==> src/rtl/chiplet_types_pkg.sv <==
// ---------------------------------------------------------------------------
// chiplet_types_pkg
//
// Types and helpers shared between the endpoint transmit and receive paths.
//
// Contents:
//   flit_t              32-bit flit; on a header flit, total_len carries the
//                       packet's total byte count including header and CRC.
//   PKT_LENGTH_WIDTH    width of a packet length expressed in flits.
//   expected_num_flits  header flit -> total number of flits in the packet.
//   tx_state_e          transmit sequencer state, visible to monitors.
// ---------------------------------------------------------------------------
package chiplet_types_pkg;

  // A 16-bit byte count rounds up to at most 16384 flits, which needs 15 bits.
  localparam int PKT_LENGTH_WIDTH = 15;

  typedef struct packed {
    logic [7:0]  kind;
    logic [7:0]  tag;
    logic [15:0] total_len;
  } flit_t;

  typedef enum logic {
    IDLE = 1'b0,
    BODY = 1'b1
  } tx_state_e;

  // Flits carry 4 bytes each, so the flit count is the byte count rounded up
  // to a multiple of 4 and divided by 4. The sum is widened by one bit so a
  // byte count near 16'hFFFF does not wrap before the shift.
  function automatic logic [PKT_LENGTH_WIDTH-1:0] expected_num_flits(input flit_t hdr);
    logic [16:0] rounded;
    rounded = {1'b0, hdr.total_len} + 17'd3;
    return rounded[16:2];
  endfunction

endpackage

==> src/rtl/tx_credit_counter.sv <==
// ---------------------------------------------------------------------------
// tx_credit_counter
//
// Tracks free slots in the switch input buffer. A flit sent consumes one
// credit, a credit_return pulse gives one back. The count starts full.
//
// Ports:
//   clk            system clock, posedge
//   rst            synchronous active-high reset
//   consume        a flit leaves this cycle
//   credit_return  the switch freed one slot this cycle
//   credits        current credit count
//   has_credit     credits != 0
//   credit_err     sticky: a return arrived while the count was already full
// ---------------------------------------------------------------------------
module tx_credit_counter #(
  parameter int CREDITS      = 8,
  parameter int CREDIT_WIDTH = $clog2(CREDITS + 1)
) (
  input  logic                    clk,
  input  logic                    rst,
  input  logic                    consume,
  input  logic                    credit_return,
  output logic [CREDIT_WIDTH-1:0] credits,
  output logic                    has_credit,
  output logic                    credit_err
);

  localparam logic [CREDIT_WIDTH-1:0] CREDIT_MAX = CREDIT_WIDTH'(CREDITS);
  localparam logic [CREDIT_WIDTH-1:0] CREDIT_ONE = CREDIT_WIDTH'(1);

  logic [CREDIT_WIDTH-1:0] credits_d;
  logic [CREDIT_WIDTH-1:0] credits_q;
  logic                    credit_err_d;
  logic                    credit_err_q;

  // A send and a return in the same cycle cancel out. A return into a full
  // counter means the switch and this endpoint disagree about buffer depth;
  // the count is held at its maximum and the disagreement is flagged.
  // consume is never asserted at zero credits because sending needs
  // has_credit, so the decrement cannot underflow.
  always_comb begin
    credits_d    = credits_q;
    credit_err_d = credit_err_q;
    if (consume && !credit_return) begin
      credits_d = credits_q - CREDIT_ONE;
    end else if (!consume && credit_return) begin
      if (credits_q == CREDIT_MAX) begin
        credit_err_d = 1'b1;
      end else begin
        credits_d = credits_q + CREDIT_ONE;
      end
    end
  end

  always_ff @(posedge clk) begin
    if (rst) begin
      credits_q    <= CREDIT_MAX;
      credit_err_q <= 1'b0;
    end else begin
      credits_q    <= credits_d;
      credit_err_q <= credit_err_d;
    end
  end

  assign credits    = credits_q;
  assign has_credit = (credits_q != '0);
  assign credit_err = credit_err_q;

endmodule

==> src/rtl/tx_fsm.sv <==
// ---------------------------------------------------------------------------
// tx_fsm
//
// Endpoint transmit sequencer. Drains whole packets from the show-ahead TX
// flit FIFO into switch input port 0 under credit-based flow control. The
// header flit's total length is decoded with expected_num_flits() so packet
// framing matches what the receive side counts.
//
// Ports:
//   clk            system clock, posedge
//   rst            synchronous active-high reset
//   enable         permits starting a new packet (ignored mid-packet)
//   fifo_rdata     head flit of the TX FIFO (show-ahead)
//   fifo_empty     TX FIFO empty
//   fifo_ren       pop the TX FIFO (same as data_ready_in)
//   out_flit       flit presented to the switch (always fifo_rdata)
//   data_ready_in  out_flit valid and consumed this cycle
//   credit_return  switch freed one buffer slot
//   credits        current credit count
//   busy           a packet is in flight
//   pkt_done       pulse in the cycle the final flit of a packet is sent
//   pkt_count      packets completed since reset (wraps)
//   length_err     sticky: a header decoded to fewer than 2 flits
//   credit_err     sticky: credit returned while credits were full
// ---------------------------------------------------------------------------
module tx_fsm
  import chiplet_types_pkg::*;
#(
  parameter int CREDITS       = 8,
  parameter int CREDIT_WIDTH  = $clog2(CREDITS + 1),
  parameter int PKT_CNT_WIDTH = 16
) (
  input  logic                     clk,
  input  logic                     rst,
  input  logic                     enable,
  input  flit_t                    fifo_rdata,
  input  logic                     fifo_empty,
  output logic                     fifo_ren,
  output flit_t                    out_flit,
  output logic                     data_ready_in,
  input  logic                     credit_return,
  output logic [CREDIT_WIDTH-1:0]  credits,
  output logic                     busy,
  output logic                     pkt_done,
  output logic [PKT_CNT_WIDTH-1:0] pkt_count,
  output logic                     length_err,
  output logic                     credit_err
);

  localparam logic [PKT_LENGTH_WIDTH-1:0] LEN_ONE = PKT_LENGTH_WIDTH'(1);
  localparam logic [PKT_LENGTH_WIDTH-1:0] LEN_TWO = PKT_LENGTH_WIDTH'(2);
  localparam logic [PKT_CNT_WIDTH-1:0]    CNT_ONE = PKT_CNT_WIDTH'(1);

  tx_state_e                  state_d;
  tx_state_e                  state_q;
  logic [PKT_LENGTH_WIDTH-1:0] remaining_d;
  logic [PKT_LENGTH_WIDTH-1:0] remaining_q;
  logic [PKT_CNT_WIDTH-1:0]    pkt_count_d;
  logic [PKT_CNT_WIDTH-1:0]    pkt_count_q;
  logic                        length_err_d;
  logic                        length_err_q;

  logic [PKT_LENGTH_WIDTH-1:0] hdr_len;
  logic                        can_send;
  logic                        has_credit;
  logic                        send;

  // Only meaningful while in IDLE, when fifo_rdata is a header flit.
  assign hdr_len = expected_num_flits(fifo_rdata);

  // The flit path is purely combinational: the head of the FIFO is offered
  // to the switch directly and popped in the same cycle it is accepted.
  // Holding reset suppresses sending so nothing leaves while the sequencer
  // and credit counter are being re-initialised.
  always_comb begin
    can_send = ((state_q == IDLE) && enable) || (state_q == BODY);
    send     = !rst && can_send && !fifo_empty && has_credit;
  end

  tx_credit_counter #(
    .CREDITS      (CREDITS),
    .CREDIT_WIDTH (CREDIT_WIDTH)
  ) u_credit_counter (
    .clk           (clk),
    .rst           (rst),
    .consume       (send),
    .credit_return (credit_return),
    .credits       (credits),
    .has_credit    (has_credit),
    .credit_err    (credit_err)
  );

  // Next-state logic. In IDLE a send is always a header; remaining then
  // counts the flits still owed after the header, so the flit sent while
  // remaining == 1 is the CRC flit that closes the packet. A header claiming
  // fewer than 2 flits cannot carry a CRC; it is treated as a complete
  // header-only packet and flagged, so the FIFO never desynchronises.
  always_comb begin
    state_d      = state_q;
    remaining_d  = remaining_q;
    pkt_count_d  = pkt_count_q;
    length_err_d = length_err_q;
    pkt_done     = 1'b0;

    case (state_q)
      IDLE: begin
        if (send) begin
          if (hdr_len >= LEN_TWO) begin
            remaining_d = hdr_len - LEN_ONE;
            state_d     = BODY;
          end else begin
            length_err_d = 1'b1;
            pkt_done     = 1'b1;
            pkt_count_d  = pkt_count_q + CNT_ONE;
          end
        end
      end

      BODY: begin
        if (send) begin
          remaining_d = remaining_q - LEN_ONE;
          if (remaining_q == LEN_ONE) begin
            pkt_done    = 1'b1;
            pkt_count_d = pkt_count_q + CNT_ONE;
            state_d     = IDLE;
          end
        end
      end

      default: begin
        state_d = IDLE;
      end
    endcase
  end

  // Reset abandons any packet in flight without reporting it as done.
  always_ff @(posedge clk) begin
    if (rst) begin
      state_q      <= IDLE;
      remaining_q  <= '0;
      pkt_count_q  <= '0;
      length_err_q <= 1'b0;
    end else begin
      state_q      <= state_d;
      remaining_q  <= remaining_d;
      pkt_count_q  <= pkt_count_d;
      length_err_q <= length_err_d;
    end
  end

  assign fifo_ren      = send;
  assign data_ready_in = send;
  assign out_flit      = fifo_rdata;
  assign busy          = (state_q == BODY);
  assign pkt_count     = pkt_count_q;
  assign length_err    = length_err_q;

endmodule

==> config.mk <==
export PLATFORM = sky130hd
export DESIGN_NAME = tx_fsm
export DESIGN_NICKNAME = d
export VERILOG_FILES = /design/src/rtl/chiplet_types_pkg.sv /design/src/rtl/tx_credit_counter.sv /design/src/rtl/tx_fsm.sv
export SDC_FILE = /design/constraint.sdc
export NUM_CORES = 1
export LEC_CHECK = 0
export CAP_MARGIN = 20
export CORE_MARGIN = 10
export CORE_UTILIZATION = 46
export DETAILED_ROUTE_END_ITERATION = 8
export GPL_ROUTABILITY_DRIVEN = 0
export PLACE_DENSITY = 0.8
export SKIP_CTS_REPAIR_TIMING = 1
export SLEW_MARGIN = 5
export SYNTH_ARGS = -nofsm -noshare
export SYNTH_HDL_FRONTEND = slang
export SYNTH_SLANG_ARGS = --single-unit
==> constraint.sdc <==
create_clock -name clk -period 3.2 [get_ports clk]
set_input_delay 0.32 -clock clk [delete_from_list [all_inputs] [get_ports clk]]
set_output_delay 0.32 -clock clk [all_outputs]
set_load 0.03 [all_outputs]
==> summary.md, run 1 <==
| Metric | Value |
|---|---|
| Dpl hpwl | `5540 um` |
| First-pass GRT wire length | `12,400 um` |
| Fin. Hold Viols | `0` |
| Slew Limit Fails | `0` |
| Worst skew pair latency | `0.30 ns` |
| Core area | `5890 sq um` |
| WP data required | `2.88 ns` |
| Die extent in x | `97.8 um` |
| Vias in the first global route | `2,657` |
| Die area | `9570 sq um` |
| Global Route Usage Sum | `0.147` |
| CP arrival | `2.53 ns` |
| Mapped Avg Cell Area | `7.79 sq um` |
| Clock buffer depth | `2` |
| Layout cell share with drive strength beyond 1 | `0.0992` |
| Worst hold path type | `flip-flop to flip-flop` |
| Num rows | `28` |
| Post-DRT Antenna Nets | `0` |
| RSZ-0062 raised after global routing | `no` |
| Final worst path period share | `0.892` |
| Antenna Cells | `0` |
| Most frequent cells in the layout | `clkdlybuf4s50_1 (59), nor2_1 (39), dfxtp_1 (38), nand2_1 (32)` |
| Routed wire length | `7390 um` |
| Vias | `2,753` |
| Final min period | `2.85 ns` |
| Pre-antenna DRT Iters | `5` |
| Crit path kind | `input pin to output pin` |
| Worst Skew | `0.00933 ns` |
| CTS tree | `built` |
| Htree depth | `2` |
| Clock slew at reported path FFs | `0.07 ns` |
| Max-cap check violation count | `0` |
| Measured slew at the worst slew-check pin | `0.639 ns` |
| Seq/Total Area, Yosys | `0.273` |
| Area Growth Syn to Fin | `22.6%` |
| Startpoint Class | `input pin` |
| Setup total negative slack | `0 ns` |
| Drt drc | `0` |
| Most common cell after layout, fill and taps aside | `clkdlybuf4s50_1` |
| Via density | `5.88` |
| Normalized max-slew margin | `0.570` |
| # IOs | `95` |
| CP endpoint kind | `output pin` |
| Maximum vdd ir drop | `0.000260 V` |
| Hold_ws | `0.479 ns` |
| LEAKAGE | `1.21 nW` |
| Status | `finished, final reports clean` |
| Max Fclk | `0.350 GHz` |
| Synth Flop Type | `dfxtp_1` |
| Post-Syn Nets | `405` |
| Pwr dens | `427 nW/um^2` |
| Largest net degree at the start of global routing | `36` |
| Async set-or-reset flop fraction in the synthesized netlist | `0` |
| CTS Root Cell | `clkbuf_8` |
| Antenna violations before repair | `0` |
| Setup-failing EPs final | `0` |
| TritonCTS Buffers | `5` |
| Yosys reg bits | `38` |
| Post-Syn Area | `2790 sq um` |
| Overflow after GRT | `0` |
| Die height | `97.8 um` |
| 1st-iter DRT viols | `219` |
| Fin nets | `439` |
| Cell variety after synth | `52` |
| CTS Sinks | `38` |
| Worst Path Max Fanout | `9` |
| Total Power | `1.46 mW` |
| Final cell count without fillers | `468` |
| Warnings, synthesis | `0` |
| Post-synth EDFFs | `0` |
| # placed instances | `460` |
| Wire per inst | `15.8 um` |
| Internal reg-to-reg setup slack | `0.55 ns` |
| Mapped Cells | `358` |
| Port Buffers | `62` |
| Starting Density | `0.474` |
[worst max-delay path: stages]
cell	delay, ns
clkdlybuf4s50_1	0.46
or3_1	0.38
nand2_1	0.15
ha_1	0.18
and3b_1	0.20
and3_1	0.28
o21ai_4	0.30
inv_1	0.08
buf_4	0.17
[kinds of logic after synthesis]
family,count (synthesis),share of synthesized area
buffers and inverters,64,0.135
XOR/XNOR,28,0.0880
adder cells (fa/ha/maj),10,0.0476
AND/OR/NAND/NOR,132,0.238
multiplexers,5,0.0184
AO/OA/AOI/OAI,81,0.200
flip-flops,38,0.273
[metal layers]
layer	share of wire	vias up	global-route usage
met4	0.021	0	0.0470
met2	0.48	112	0.252
li1	-	1319	-
met5	0	-	0
met3	0.075	19	0.0493
met1	0.42	1303	0.167
[cell usage after synthesis (all sizes together) (6+ instances only)]
cell type | n | share of area
xnor2 | 23 | 0.072
o21ai | 18 | 0.036
a211oi | 6 | 0.016
inv | 15 | 0.020
buf | 37 | 0.098
clkbuf | 12 | 0.017
or4 | 8 | 0.023
dfxtp | 38 | 0.27
o211ai | 6 | 0.016
ha | 9 | 0.040
and3 | 6 | 0.013
nor3 | 12 | 0.022
nor2 | 39 | 0.053
a2111oi | 6 | 0.030
a21oi | 23 | 0.041
nand3 | 12 | 0.022
nor4 | 8 | 0.018
nand2 | 32 | 0.043
[layout make-up]
type	instances	area (sq um)
Clock inverter	3	68.8
Tap cell	75	93.8
Fill cell	528	2470
Timing Repair Buffer	76	718
Multi-Input combinational cell	256	1650
Clock buffer	5	68.8
Inverter	15	56.3
Sequential cell	38	761
[final timing paths]
path                                       to  cells after the start                        start
hold reg to reg   u_credit_counter.credit_err                      2  u_credit_counter.credit_err
hold / removal    u_credit_counter.credit_err                      2  u_credit_counter.credit_err
setup reg to reg              remaining_q[12]                      8               remaining_q[0]
setup / recovery                     pkt_done                      9                fifo_rdata[2]
[report_power, final]
group,internal [mW],switching (mW),leakage (nW),total (mW)
registers,0.501,0.0387,0.309,0.540
logic,0.176,0.247,0.831,0.423
clock network,0.312,0.184,0.0683,0.497
total,0.990,0.470,1.21,1.46
[flip-flops by register name, indices dropped and copies added, names as in the netlist]
register,count
busy,1
length_err,1
pkt_count,16
remaining_q,15
u_credit_counter.credit_err,1
u_credit_counter.credits,4
[per-stage QoR]
stage          cell area, sq um  utilization  worst slack, ns
6_report                   3420        0.581            0.345
5_1_grt                    3420        0.581            0.201
3_3_place_gp               3280        0.557            0.284
2_1_floorplan              2790            -            0.332
4_1_cts                    3420        0.581            0.338
3_5_place_dp               3280        0.557            0.230
(Power assumes the default switching activity.)
==> run 2, diff against run 1 <==
CORE_MARGIN = 5   (was 10)
CORE_UTILIZATION = 50   (was 46)
PLACE_DENSITY = 0.86   (was 0.8)
SKIP_LAST_GASP = 1   (was not set)
clock period = 3.69 ns   (was 3.2 ns; I/O delays follow)
==> run 2 against run 1 <==
Net effect:
- worst setup slack improved by 0.32 ns
- cell area decreased by 2.9%
- wire length decreased by 11%
- critical path depth decreased by 2
- critical path type unchanged
- power decreased by 20%
- combinational power decreased by 16%
==> summary.md, run 2 (synthesis results as in run 1) <==
| Metric | Value |
|---|---|
| Status | `finished, final reports clean` |
| Die height | `84.7 um (-13%)` |
| Wire per inst | `14.4 um (-8.7%)` |
| CTS tree | `built` |
| Most frequent cells in the layout | `clkdlybuf4s50_1 (61), nor2_1 (39), dfxtp_1 (38), nand2_1 (32)` |
| Largest register FFs | `16 (unchanged)` |
| # placed instances | `448 (-2.6%)` |
| Worst skew pair latency | `0.29 ns (about the same)` |
| Crit path kind | `input pin to output pin` |
| Dpl hpwl | `4970 um (-10%)` |
| Final cell count without fillers | `456 (-2.6%)` |
| Largest net degree at the start of global routing | `36 (unchanged)` |
| CP arrival | `2.66 ns (+0.13 ns)` |
| Reg2reg end | `u_credit_counter.credits[3]` |
| Final worst path period share | `0.821` |
| Starting Density | `0.509 (+0.0357)` |
| Routed wire length | `6570 um (-11%)` |
| FF/Latch Area | `761 sq um (unchanged)` |
| Fin nets | `430 (-2.1%)` |
| CTS Root Cell | `clkbuf_8` |
| Worst Path Max Fanout | `9 (unchanged)` |
| Antenna violations before repair | `0 (unchanged)` |
| Setup-failing EPs final | `0 (unchanged)` |
| Multi-input logic area | `1650 sq um (unchanged)` |
| CP max stage delay | `0.61 ns (+0.15 ns)` |
| Die area | `7170 sq um (-25%)` |
| Max-cap check violation count | `0 (unchanged)` |
| 1st-iter DRT viols | `162 (-26%)` |
| Vias | `2,592 (-5.8%)` |
| Most common cell after layout, fill and taps aside | `clkdlybuf4s50_1` |
| Final min period | `3.03 ns` |
| Worst-path cell chain | `clkdlybuf4s50_1, or4_4, nor4b_4, and3_1, o21ai_4, inv_1, buf_4` |
| Internal reg-to-reg setup slack | `0.96 ns (+0.41 ns)` |
| Antenna Cells | `0 (unchanged)` |
| Overflow after GRT | `0 (unchanged)` |
| Drt drc | `0 (unchanged)` |
| Worst Skew | `0.00428 ns (-0.00506 ns)` |
| Pwr dens | `353 nW/um^2 (-17%)` |
| Area Growth Syn to Fin | `19.1%` |
| TritonCTS Buffers | `5 (unchanged)` |
| Critical path's slowest cell | `or4_4` |
| Clock slew at reported path FFs | `0.07 ns (about the same)` |
| Filler cells | `505 (-4.4%)` |
| Via density | `5.68 (-3.4%)` |
| WP data required | `3.32 ns (+0.44 ns)` |
| CTS Sinks | `38 (unchanged)` |
| Normalized max-slew margin | `0.522 (-0.0478)` |
| Total Power | `1.17 mW (-20%)` |
| Post-DRT Antenna Nets | `0 (unchanged)` |
| Hold endpoint | `u_credit_counter.credit_err` |
| Layout cell share with drive strength beyond 1 | `0.0677 (-0.0315)` |
| Fin. Hold Viols | `0 (unchanged)` |
| First-pass GRT wire length | `10,700 um (-14%)` |
| Port Buffers | `62 (unchanged)` |
| Startpoint Class | `input pin` |
| CP endpoint kind | `output pin` |
| Pre-antenna DRT Iters | `4 (-1)` |
| Die extent in x | `84.7 um (-13%)` |
| Maximum vdd ir drop | `0.000217 V (-16%)` |
| RSZ-0062 raised after global routing | `no` |
| Hold depth | `2 (unchanged)` |
| Global Route Usage Sum | `0.178 (+0.0312)` |
| Clock buffer depth | `2 (unchanged)` |
| Slew Limit Fails | `0 (unchanged)` |
| Num rows | `27 (-3.6%)` |
| R2r startpoint | `u_credit_counter.credits[0]` |
| Setup total negative slack | `0 ns (unchanged)` |
| Htree depth | `2 (unchanged)` |
| Measured slew at the worst slew-check pin | `0.710 ns (+0.0710 ns)` |
| Vias in the first global route | `2,389 (-10%)` |
| LEAKAGE | `1.14 nW (-5.2%)` |
| Reg2reg path depth | `11 (+3)` |
| Max Fclk | `0.330 GHz` |
| Core area | `5470 sq um (-7.0%)` |
| # IOs | `95 (unchanged)` |
| Worst hold path type | `flip-flop to flip-flop` |
| Hold Startpoint | `u_credit_counter.credit_err` |
run 2: changes by cell type in the layout (fill, tap and decap cells not counted), sizes merged:
cell	change
buf	-11
bufinv	-1
clkbuf	+2
clkdlybuf4s50	+2
clkinv	-1
run 2: final cells by class:
type	count	area share
multi-input cells	256	0.497
flip-flops and latches	38	0.229
repair buffers	67	0.198
well taps	72	0.0271
clock buffers	7	0.0230
inverters	15	0.0170
clock inverters	1	0.00905
run 2: metal layers:
metal / global-route usage / up-vias / share of wire / wire length [um]
li1: - / 1301 / - / -
met1: 0.213 / 1187 / 0.43 / 2820
met2: 0.312 / 92 / 0.49 / 3220
met3: 0.0383 / 12 / 0.067 / 438
met4: 0.0662 / 0 / 0.014 / 94
met5: 0 / - / 0 / 0
run 2: worst max-delay path by stage:
| stage | from | endpoint | slack [ns] |
|---|---|---|---|
| after floorplan | busy | u_credit_counter.credits[3] | 0.82 |
| after global placement | fifo_rdata[7] | pkt_count[5] | 0.62 |
| after detailed placement | fifo_rdata[7] | pkt_count[5] | 0.53 |
| after CTS | fifo_rdata[7] | pkt_done | 0.67 |
| after global routing | fifo_rdata[7] | pkt_done | 0.57 |
| final | fifo_rdata[7] | pkt_done | 0.66 |
run 2: report_power, final:
group / switching [mW] / internal, mW / total, mW
logic: 0.210 / 0.146 / 0.357
registers: 0.0294 / 0.435 / 0.464
clock network: 0.149 / 0.202 / 0.351
run 2: metrics by stage:
stage          hold WS (ns)  instance area (sq um)  setup slack, ns  utilization
6_report              0.485                   3320            0.661        0.607
3_5_place_dp          0.476                   3210            0.531        0.587
3_3_place_gp          0.454                   3210            0.617        0.587
2_1_floorplan         0.454                   2790            0.822            -
5_1_grt               0.522                   3320            0.572        0.607
4_1_cts               0.487                   3320            0.668        0.607
run 2: worst max-delay path: cells and delay by family:
kind | cells | cell delay, ns
AND/OR/NAND/NOR | 3 | 1.40
buffers and inverters | 3 | 0.74
AO/OA/AOI/OAI | 1 | 0.14
